==> src/rtl/fetch_unit.sv <==
// Instruction fetch front end: owns the PC, runs a single-outstanding
// req/ack transaction to instruction memory and hands words to decode.
module fetch_unit #(
    parameter int                ADDR_W   = 16,
    parameter int                DATA_W   = 16,
    parameter logic [ADDR_W-1:0] RESET_PC = '0,
    parameter logic [3:0]        HALT_OP  = 4'b1111
) (
    input  logic              clk,
    input  logic              rst,
    output logic              imem_req,
    output logic [ADDR_W-1:0] imem_addr,
    input  logic              imem_ack,
    input  logic [DATA_W-1:0] imem_rdata,
    output logic              instr_valid,
    input  logic              instr_ready,
    output logic [DATA_W-1:0] instr,
    output logic [ADDR_W-1:0] instr_pc,
    output logic [ADDR_W-1:0] instr_pc_next,
    input  logic              redirect_valid,
    input  logic [ADDR_W-1:0] redirect_pc,
    output logic              halted
);

    // state   | meaning
    // IDLE    | out of reset, request not yet issued
    // FETCH   | request outstanding at imem_addr
    // HOLD    | instruction presented to decode, waiting for instr_ready
    // DISCARD | wrong-path request outstanding; its data will be dropped
    // HALTED  | HALT_OP accepted, fetch stopped until reset
    typedef enum logic [2:0] {IDLE, FETCH, HOLD, DISCARD, HALTED} state_t;

    state_t            state;
    logic [ADDR_W-1:0] pc;
    logic [ADDR_W-1:0] addr_inc;
    logic              is_halt;

    assign addr_inc = imem_addr + ADDR_W'(1);
    assign is_halt  = (instr[DATA_W-1 -: 4] == HALT_OP);

    always_ff @(posedge clk) begin
        if (rst) begin
            state         <= IDLE;
            pc            <= RESET_PC;
            imem_req      <= 1'b0;
            imem_addr     <= '0;
            instr_valid   <= 1'b0;
            instr         <= '0;
            instr_pc      <= '0;
            instr_pc_next <= '0;
            halted        <= 1'b0;
        end else begin
            case (state)
                IDLE: begin
                    imem_req <= 1'b1;
                    state    <= FETCH;
                    if (redirect_valid) begin
                        pc        <= redirect_pc;
                        imem_addr <= redirect_pc;
                    end else begin
                        imem_addr <= pc;
                    end
                end
                FETCH: begin
                    if (imem_ack) begin
                        if (redirect_valid) begin
                            // ack closes the old transaction; req stays up for the new target
                            pc        <= redirect_pc;
                            imem_addr <= redirect_pc;
                        end else begin
                            instr         <= imem_rdata;
                            instr_pc      <= imem_addr;
                            instr_pc_next <= addr_inc;
                            instr_valid   <= 1'b1;
                            pc            <= addr_inc;
                            imem_req      <= 1'b0;
                            state         <= HOLD;
                        end
                    end else if (redirect_valid) begin
                        pc    <= redirect_pc;
                        state <= DISCARD;
                    end
                end
                HOLD: begin
                    if (redirect_valid) begin
                        instr_valid <= 1'b0;
                        pc          <= redirect_pc;
                        imem_req    <= 1'b1;
                        imem_addr   <= redirect_pc;
                        state       <= FETCH;
                    end else if (instr_ready) begin
                        instr_valid <= 1'b0;
                        if (is_halt) begin
                            halted <= 1'b1;
                            state  <= HALTED;
                        end else begin
                            imem_req  <= 1'b1;
                            imem_addr <= pc;
                            state     <= FETCH;
                        end
                    end
                end
                DISCARD: begin
                    if (redirect_valid) begin
                        pc <= redirect_pc;
                    end
                    if (imem_ack) begin
                        imem_addr <= redirect_valid ? redirect_pc : pc;
                        state     <= FETCH;
                    end
                end
                HALTED: begin
                    imem_req    <= 1'b0;
                    instr_valid <= 1'b0;
                end
                default: begin
                    state <= IDLE;
                end
            endcase
        end
    end

endmodule

==> config.mk <==
export PLATFORM = sky130hd
export DESIGN_NAME = fetch_unit
export DESIGN_NICKNAME = d
export VERILOG_FILES = /design/src/rtl/fetch_unit.sv
export SDC_FILE = /design/constraint.sdc
export NUM_CORES = 1
export LEC_CHECK = 0
export CAP_MARGIN = 0
export CORE_ASPECT_RATIO = 1.4
export CORE_MARGIN = 2
export CORE_UTILIZATION = 45
export DETAILED_ROUTE_END_ITERATION = 7
export PLACE_DENSITY = 0.75
export SLEW_MARGIN = 0
export SYNTH_ARGS = -nofsm -noshare
export SYNTH_HDL_FRONTEND = slang
export SYNTH_SLANG_ARGS = --single-unit
==> constraint.sdc <==
create_clock -name clk -period 3.8 [get_ports clk]
set_clock_uncertainty 0.1 [all_clocks]
set_input_delay 0.95 -clock clk [delete_from_list [all_inputs] [get_ports clk]]
set_output_delay 0.95 -clock clk [all_outputs]
set_load 0.05 [all_outputs]
## Word-level counts from Yosys, hierarchy flattened

Index checks and enable logic that the tools add are counted.

| word-level totals | value |
|---|---|
| register bits after elaboration | 86 |
| input port bits | 37 |
| word-level logic and storage cells | 67 |

| operators by class | value |
|---|---|
| muxes and demuxes | 30 |
| reductions and logical operators | 12 |
| add/subtract/negate cells | 1 |
| bitwise logic cells | 2 |
| equality and inequality tests | 13 |

Operator list:

| cell | count |
|---|---|
| $mux 16 | 9 |
| $pmux 16 s4 | 1 |
| $pmux 16 s2 | 1 |
| $mux 3 | 7 |
| $add 16x1->16 const B | 1 |
| $pmux 3 s5 | 1 |
| $ne 3x3->1 const B | 4 |
| $reduce_and 5->1 | 2 |
| $mux 1 | 9 |
| $ne 2x2->1 const B | 4 |
| $reduce_and 4->1 | 2 |
| $reduce_bool 4->1 | 2 |
| $eq 3x2->1 const B | 2 |
| $reduce_and 6->1 | 1 |
| $eq 4x4->1 const B | 1 |
| $pmux 1 s4 | 1 |
| $eq 3x1->1 const B | 1 |
| $eq 3x3->1 const B | 1 |
| $logic_not 3->1 | 1 |
| $pmux 1 s3 | 1 |
| $reduce_and 3->1 | 1 |
| $reduce_bool 3->1 | 1 |
| $reduce_or 3->1 | 1 |
| $not 1->1 | 2 |
| $reduce_bool 2->1 | 1 |

## Depth between registers and ports, before layout

Gate-level depths: netlist of run 1.

| depth | value |
|---|---|
| depth in word-level cells | 5 |
| depth in mapped cells | 8 |
| depth with buffers taken out | 5 |

## Least setup slack after synthesis of run 1

No wires, ideal clock.

| timing path | value |
|---|---|
| kind | input to register |
| start | input redirect_valid |
| end | register imem_addr[0] |
| cell stages on the path | 8 |
| library setup time | 81 ps |
| path buffers | 4 |
| data arrival time | 2356 ps |
| required time | 3619 ps |
| setup slack | 1263 ps |
| cell sequence | buf_6 nand3b_4 or4_4 buf_6 and3_1 buf_6 buf_8 a211oi_2 |

| on the way | value |
|---|---|
| word-level cells in the longest chain between the ends | 3 |
| elaborated cells on any way between the ends | 8 |
| classes of those cells | eq/ne (3); mux (4); reduce/logical (1) |

RTL lines:

| item | RTL line | text |
|---|---|---|
| start: declaration | 20 | `input logic redirect_valid,` |
| $mux 16 | -- |  |
| $mux 16 | 107 | `if (imem_ack) begin` |
| $pmux 16 s4 | 53 | `case (state)` |
| end signal: assignment | 59 | `imem_addr <= redirect_pc;` |
| end signal: assignment | 61 | `imem_addr <= pc;` |
| end signal: assignment | 108 | `imem_addr <= redirect_valid ? redirect_pc : pc;` |
| end: declaration | 12 | `output logic [ADDR_W-1:0] imem_addr,` |

Parallel ways exist; a longest one is shown, timed or not. The select of a mux whose other input is x is not followed.
A chain may end at the register's enable or synchronous reset.

## Worst setup path after layout of run 1

| timing path | value |
|---|---|
| start | input redirect_valid |
| end | register imem_addr[7] |

The elaborated chain is that of the path after synthesis.

==> results.md, run 1 <==
- The detailed-route wire length is 12100 um.
- The setup TNS is 0 ns.
- For the pin with the worst max-slew slack, the measured transition is 0.857 ns.
- For this run, asynchronously set or reset flops after synthesis account for 0%.
- Port buffering added 103 buffers.
- The count of nets left with antenna violations once routing finished came out at 0.
- The total number of cells along the worst setup path is 5.
- The max-slew headroom at the worst pin is 42.8%.
- The finished cells cover 0.00544 mm2.
- For this design the ratio of total power to cell area is 474 mW/mm2.
- The pin count of the biggest net entering global routing is 49.
- For this run, the number of Yosys warnings is 0.
- The total overflow left after global routing is 0.
- The critical-path cell with the highest stage delay is sky130_fd_sc_hd__clkdlybuf4s50_1.
- The dominant synthesized flop cell is sky130_fd_sc_hd__dfxtp_1.
- In this run the number of H-tree levels came out at 3.
- Derived from the worst setup path, the maximum achievable clock frequency is 306 MHz.
- By count the netlist is led by sky130_fd_sc_hd__dfxtp_1 (86), sky130_fd_sc_hd__nand2_1 (80), sky130_fd_sc_hd__a21oi_1 (47).
- The max-slew violation total from the final report came to 0.
- The top-area cell type share of the netlist area is 43.0%.
- The cell at the root of the clock tree is sky130_fd_sc_hd__clkbuf_16.
- The TritonCTS sink count is 86.
- The via count of the first global-routing pass is 3712.
- After detailed routing, the average wire length per cell comes to 17.9 um.
- Tracing the worst setup path back leads to its startpoint at redirect_valid.
- Of the synthesized area, sequential elements account for 43.0%.
- STA classifies the critical path startpoint as an input port.
- The standard cell area after detailed placement is 0.00509 mm2.
- The placement row count is 40.
- STA classifies the critical path endpoint as a register.
- The number of gates resized after CTS was 0.
- Measured in cells, the most critical reg-to-reg path has a length of 5.
- In the routed design, unresolved DRC markers number 0.
- The synthesized design spends more area on one cell type than any other, namely sky130_fd_sc_hd__dfxtp_1.
- The share of the cycle needed by the critical path after routing is 86.0%.
- The cts-stage hold buffer count is 0.
- The part of the total power dissipated in combinational logic is 20.6%.
- The net count of the finished layout is 603.
- The clock slew seen by the registers of the worst setup and hold paths is 0.06 ns.
- After the first detailed-routing iteration, the DRC count stood at 504.
- Setup repair after global routing left no endpoint under its margin.
- The chip height is 116 um.
- The internal portion of the total power is 1820 uW.
- The die covers 0.00968 mm2.
- The post-route total power is 2580 uW.
- Cells with a size suffix above 1 make up 9.30% of the layout.
- The destination of the worst register-to-register timing path is imem_addr[7].
- The floorplan step set the die width to 83.7 um.
- The most common cell in the synthesized netlist is sky130_fd_sc_hd__dfxtp_1.
- The number of post-CTS setup repair buffers is 0.
- The worst endpoint data arrival time is 3.44 ns.
- The boundary pin count is 104.
- The net count after synthesis is 514.
- The flow ran to the end, and the final reports show no timing, DRC or antenna violations.
- The flop and latch count out of synthesis is 86.
- The slack of the worst reg-to-reg path is 1.24 ns.
- The maximum vdd drop is 0.403 mV.
- The worst reg2reg path startpoint is state[2].
- The worst setup path is of the in -> reg kind.
- The top cell family by delay on the critical path is buffers and inverters.
- Summed over all cells, the static leakage comes to 0.00191 uW.
- The destination of the critical timing path is imem_addr[7].
- The region available for standard cell placement spans 0.00861 mm2.
- The first detailed-routing pass ran for 5 iterations.
- The number of instances in the synthesized netlist is 476.
- The final weighted congestion of routability-driven global placement is 0.907.
- The final hold violation count came to 0.
- Of all nets on the critical path, the largest fanout is 15.
- The clock passes through at most 2 buffers.
- The required time at the endpoint of the critical path is 3.97 ns.
- The initial antenna violation count is 0.
- The first global-routing pass estimated 19100 um of wire.
- The worst-skew pair later-pin latency is 0.35 ns.
- In this run the worst hold path is classified as reg -> reg.
- The final number of setup-violating endpoints is 0.
- The switching share of power is 29.5%.
- Sorting the synthesized cells by area gives the leading types as sky130_fd_sc_hd__dfxtp_1 (43%), sky130_fd_sc_hd__nand2_1 (7.5%), sky130_fd_sc_hd__a21oi_1 (5.9%).
- The tool flagged a number of max-cap violations equal to 0.
- The fraction of power consumed by the clock network is 39.7%.
- The final critical-path required period is 3.27 ns.
- The post-detailed-placement half-perimeter wirelength is 8390 um.
- The synthesized netlist occupies a cell area of 0.00400 mm2.
- The average footprint of a synthesized cell is 8.41 um2.
- The switching power is 761 uW.
- Global routing used 25.1% of the available tracks.
- The synthesized design contains 0 enable-type register cells.
- The number of cells on the worst hold path is 2.
- In this run, distinct cell masters in the synthesized netlist total 57.
- The TritonCTS clock tree is done.
- OpenSTA, run right after detailed placement, puts the worst setup slack at 0.220 ns.
- The number of buffers and inverters on the critical path is 2.
- Once routing completed, OpenROAD measured the worst setup slack at 0.533 ns.
- Registers are responsible for 39.7% of the overall power.
- The number of buffers created by CTS is 9.
- The signed area change from the synthesized netlist to the final layout is 35.9%.
- In this design, the stage delay of the slowest critical-path cell is 0.80 ns.
- The number of antenna diodes is 0.
- After detailed routing, the number of vias per cell comes to 5.91.
- The initial utilization of the core area, before any placement, comes to 46.5%.
- Traced cell by cell, the critical path runs through clkdlybuf4s50_1 -> clkinv_1 -> a211oi_2 -> and3_1 -> mux2i_1.
- The total vias in the final route is 3991.
-- sequential cells by signal, indices dropped and copies added, names as in the netlist --
name and flops:
halted 1, imem_addr 16, imem_req 1, instr 16, instr_pc 16, instr_pc_next 16
instr_valid 1, pc 16, state 3
-- area by class of cell --
class	instances	area [um2]
Timing Repair Buffer	118	1140
Clock buffer	10	239
Multi-Input combinational cell	341	2070
Clock inverter	6	109
Tap cell	105	131
Fill cell	745	3170
Inverter	9	33.8
Sequential cell	86	1720
-- worst min path at each step --
stage	from	end	slack [ns]
6_report	instr_pc[1]	instr_pc[1]	0.35
5_1_grt	instr[3]	instr[3]	0.37
4_1_cts	instr[4]	instr[4]	0.36
3_5_place_dp	instr[4]	instr[4]	0.35
3_3_place_gp	instr_pc[1]	instr_pc[1]	0.34
2_1_floorplan	pc[2]	pc[2]	0.37
-- worst reg2reg max path, cell delays in order (launching register included) --
cell,delay (ns)
sky130_fd_sc_hd__dfxtp_1,0.88
sky130_fd_sc_hd__nor4_1,0.16
sky130_fd_sc_hd__o21ai_1,0.15
sky130_fd_sc_hd__buf_4,0.22
sky130_fd_sc_hd__and3_1,0.71
sky130_fd_sc_hd__mux2i_1,0.27
-- power by group through the flow --
stage | sequential, uW | clock (uW) | combinational [uW]
finish | 1020 | 1020 | 531
global route | 1030 | 1070 | 561
CTS | 1020 | 1040 | 530
detailed placement | 1040 | 0 | 527
global placement | 1040 | 0 | 521
floorplan | 1160 | 0 | 219
-- cells by family after synthesis --
family,count (synthesis),share of synthesized area [%]
adders and majority gates,1,0.313
AOI/OAI and AO/OA,138,23.5
buffers and inverters,49,5.53
DFF,86,43.0
xor gates and xnor gates,6,1.31
muxes,20,5.00
and+or+nand+nor,176,21.4
-- per-layer routing --
| metal | share of wire [%] | up-vias | global-route usage (%) | wire length (um) |
|---|---|---|---|---|
| li1 | - | 1912 | - | - |
| met1 | 40 | 1872 | 30.1 | 4880 |
| met2 | 50 | 187 | 42.8 | 6010 |
| met3 | 7.3 | 20 | 6.27 | 887 |
| met4 | 2.6 | 0 | 11.1 | 309 |
| met5 | 0 | - | 0 | 0 |
-- through the flow --
stage	std cells	hold WS, ns	utilization, %
final	675	0.354	63.2
after CTS	675	0.356	63.2
after detailed placement	659	0.347	59.1
after global placement	659	0.340	59.1
after global routing	675	0.373	63.2
after floorplan	476	0.372	-
-- layout by cell type, fill, tap and decap left out, types with 15 or more instances in the layout --
cell                                n
sky130_fd_sc_hd__nand2_1           80
sky130_fd_sc_hd__a21oi_1           47
sky130_fd_sc_hd__nor2_1            25
sky130_fd_sc_hd__dfxtp_1           86
sky130_fd_sc_hd__nor3_1            16
sky130_fd_sc_hd__buf_4             15
sky130_fd_sc_hd__a31oi_1           17
sky130_fd_sc_hd__clkdlybuf4s50_1  102
sky130_fd_sc_hd__mux2i_1           20
No activity file was read; power rests on OpenSTA's default activity.
==> run 2: changes to the inputs <==
Settings changed: MAX_ROUTING_LAYER set to met4.
==> results.md, run 2 (synthesis results as in run 1) <==
- The number of antenna-violating nets in the routed design is 0 (unchanged).
- The number of post-CTS setup repair buffers is 0 (unchanged).
- The average wire length per cell after detail routing is 17.9 um (about the same).
- The category of the critical setup timing path is in -> reg.
- The share of the cycle needed by the critical path after routing is 84.1% (-1.8 points).
- The initial antenna violation count is 0 (unchanged).
- The detailed-route wire length is 12000 um (-0.41%).
- The violation count after the first detailed-routing iteration is 321 (-36%).
- The final number of setup-violating endpoints was 0 (unchanged).
- The H-tree depth reported by CTS is 3 (unchanged).
- The total grt overflow is 0 (unchanged).
- The power density normalized to cell area is 457 mW/mm2 (-3.7%).
- The number of buffers inserted by port buffering is 103 (unchanged).
- The maximum frequency from static timing analysis is 313 MHz (+2.2%).
- The setup TNS was 0 ns (unchanged).
- The count of TritonRoute iterations in the first routing pass was 5 (unchanged).
- The leakage dissipation is 0.00188 uW (-1.6%).
- The final worst setup slack was 0.603 ns (+0.0699 ns).
- The placement row count was 40 (unchanged).
- The horizontal die dimension was 83.7 um (unchanged).
- The ratio of routed vias to standard cells is 5.94 (+0.50%).
- The maximum vdd drop came to 0.300 mV (-26%).
- The chip height came to 116 um (unchanged).
- The largest driver fanout on the critical path is 14 (-1).
- The library cell used most frequently in the layout, excluding fill and tap cells, is sky130_fd_sc_hd__clkdlybuf4s50_1.
- The net count of the finished layout is 601 (-0.33%).
- The post-detailed-placement half-perimeter wirelength is 8360 um (-0.30%).
- The total of max-cap violations is 0 (unchanged).
- The final weighted congestion of routability-driven global placement is 0.890 (-1.9%).
- The TritonCTS sink count is 86 (unchanged).
- The worst-skew pair later-pin latency came to 0.34 ns (about the same).
- The pin count of the biggest net entering global routing is 56 (+14%).
- The required time at the endpoint of the critical path is 3.97 ns (about the same).
- The clock slew seen by the registers of the worst setup and hold paths is 0.06 ns (about the same).
- The final critical-path required period came to 3.20 ns (-0.0699 ns).
- The flow ran to the end, and the final reports show no timing, DRC or antenna violations.
- The final hold violation count was 0 (unchanged).
- The max-slew violation total from the final report was 0 (unchanged).
- The total vias in the final route is 3993 (+0.050%).
- The path class of the tightest hold or removal check is reg -> reg.
- Relative to the synthesized area, the layout overhead comes to 34.9%.
- The area of the die is 0.00968 mm2 (unchanged).
- The core box area was 0.00861 mm2 (unchanged).
- The TritonCTS clock tree is done.
- The top cell types in the final layout, fill and taps aside, are sky130_fd_sc_hd__clkdlybuf4s50_1 (102), sky130_fd_sc_hd__dfxtp_1 (86), sky130_fd_sc_hd__nand2_1 (80).
- The post-CTS resize count is 0 (unchanged).
- The deepest clock path buffer count is 2 (unchanged).
- The boundary pin count came to 104 (unchanged).
- The number of antenna diodes is 0 (unchanged).
- In this run the clock root is driven by a sky130_fd_sc_hd__clkbuf_16.
- STA classifies the critical path endpoint as a register.
- The ratio of cells with drive above 1 in the final layout came to 8.82% (-0.48 points).
- The global routing usage summed across all routing layers is 25.9% (+0.83 points).
- The post-route DRC violation count is 0 (unchanged).
- STA classifies the critical path startpoint as an input port.
- The number of buffers created by CTS was 9 (unchanged).
- The max-slew headroom at the worst pin is 42.4% (-0.39 points).
- The cts-stage hold buffer count is 0 (unchanged).
- The worst setup slack after placement is 0.324 ns (+0.104 ns).
- The initial cell density of the core was 46.5% (unchanged).
- The first-pass GRT wire length was 19500 um (+2.4%).
- The slew at the pin closest to its max-slew limit came to 0.863 ns (+0.00581 ns).
- Setup repair after global routing left no endpoint under its margin.
- The worst endpoint data arrival time was 3.36 ns (-0.08 ns).
- The via count of the first global-routing pass came to 3885 (+4.7%).
run 2: cell types whose count changed in the layout (fill, tap and decap cells not counted), sizes merged:
cell      change
clkinv        -2
clkbuf        +2
bufinv        -2
buf           -2
clkinvlp      +1
run 2: area by class of cell:
type | instances | area [um2]
flip-flops and latches | 86 | 1720
well taps | 105 | 131
multi-input cells | 341 | 2070
clock inverters | 3 | 42.5
repair buffers | 116 | 1140
fillers | 753 | 3210
inverters | 9 | 33.8
clock buffers | 12 | 267
run 2: worst paths after layout:
kind | start | endpoint | slack, ns | depth (start not counted)
max | redirect_valid | imem_addr[7] | 0.60 | 5
min | instr[4] | instr[4] | 0.35 | 2
max reg2reg | state[2] | imem_addr[7] | 1.28 | 5
min reg2reg | instr[4] | instr[4] | 0.35 | 2
run 2: worst max-delay path: stages:
cell,delay [ns]
sky130_fd_sc_hd__clkdlybuf4s50_1,0.77
sky130_fd_sc_hd__clkinv_1,0.38
sky130_fd_sc_hd__a211oi_2,0.32
sky130_fd_sc_hd__and3_1,0.69
sky130_fd_sc_hd__mux2i_1,0.25
run 2: layer usage:
metal / GRT usage [%] / vias to the layer above / wire (um)
li1: - / 1905 / -
met1: 30.3 / 1898 / 4970
met2: 43.9 / 164 / 6040
met3: 4.70 / 26 / 670
met4: 11.1 / 0 / 355
met5: - / - / 0
run 2: power breakdown:
group | switching (uW) | total (uW) | internal (uW)
combinational | 325 | 526 | 201
clock | 353 | 912 | 558
sequential | 69.2 | 1030 | 958
run 2: through the flow:
stage                     cells  hold slack, ns  util (%)  area (um2)  total power [uW]
after floorplan             476           0.372         -        4000              1380
after global placement      657           0.341      59.1        5090              1560
after detailed placement    657           0.348      59.1        5090              1570
after CTS                   672           0.356      62.7        5400              2460
after global routing        672           0.381      62.7        5400              2540
final                       672           0.353      62.7        5400              2470
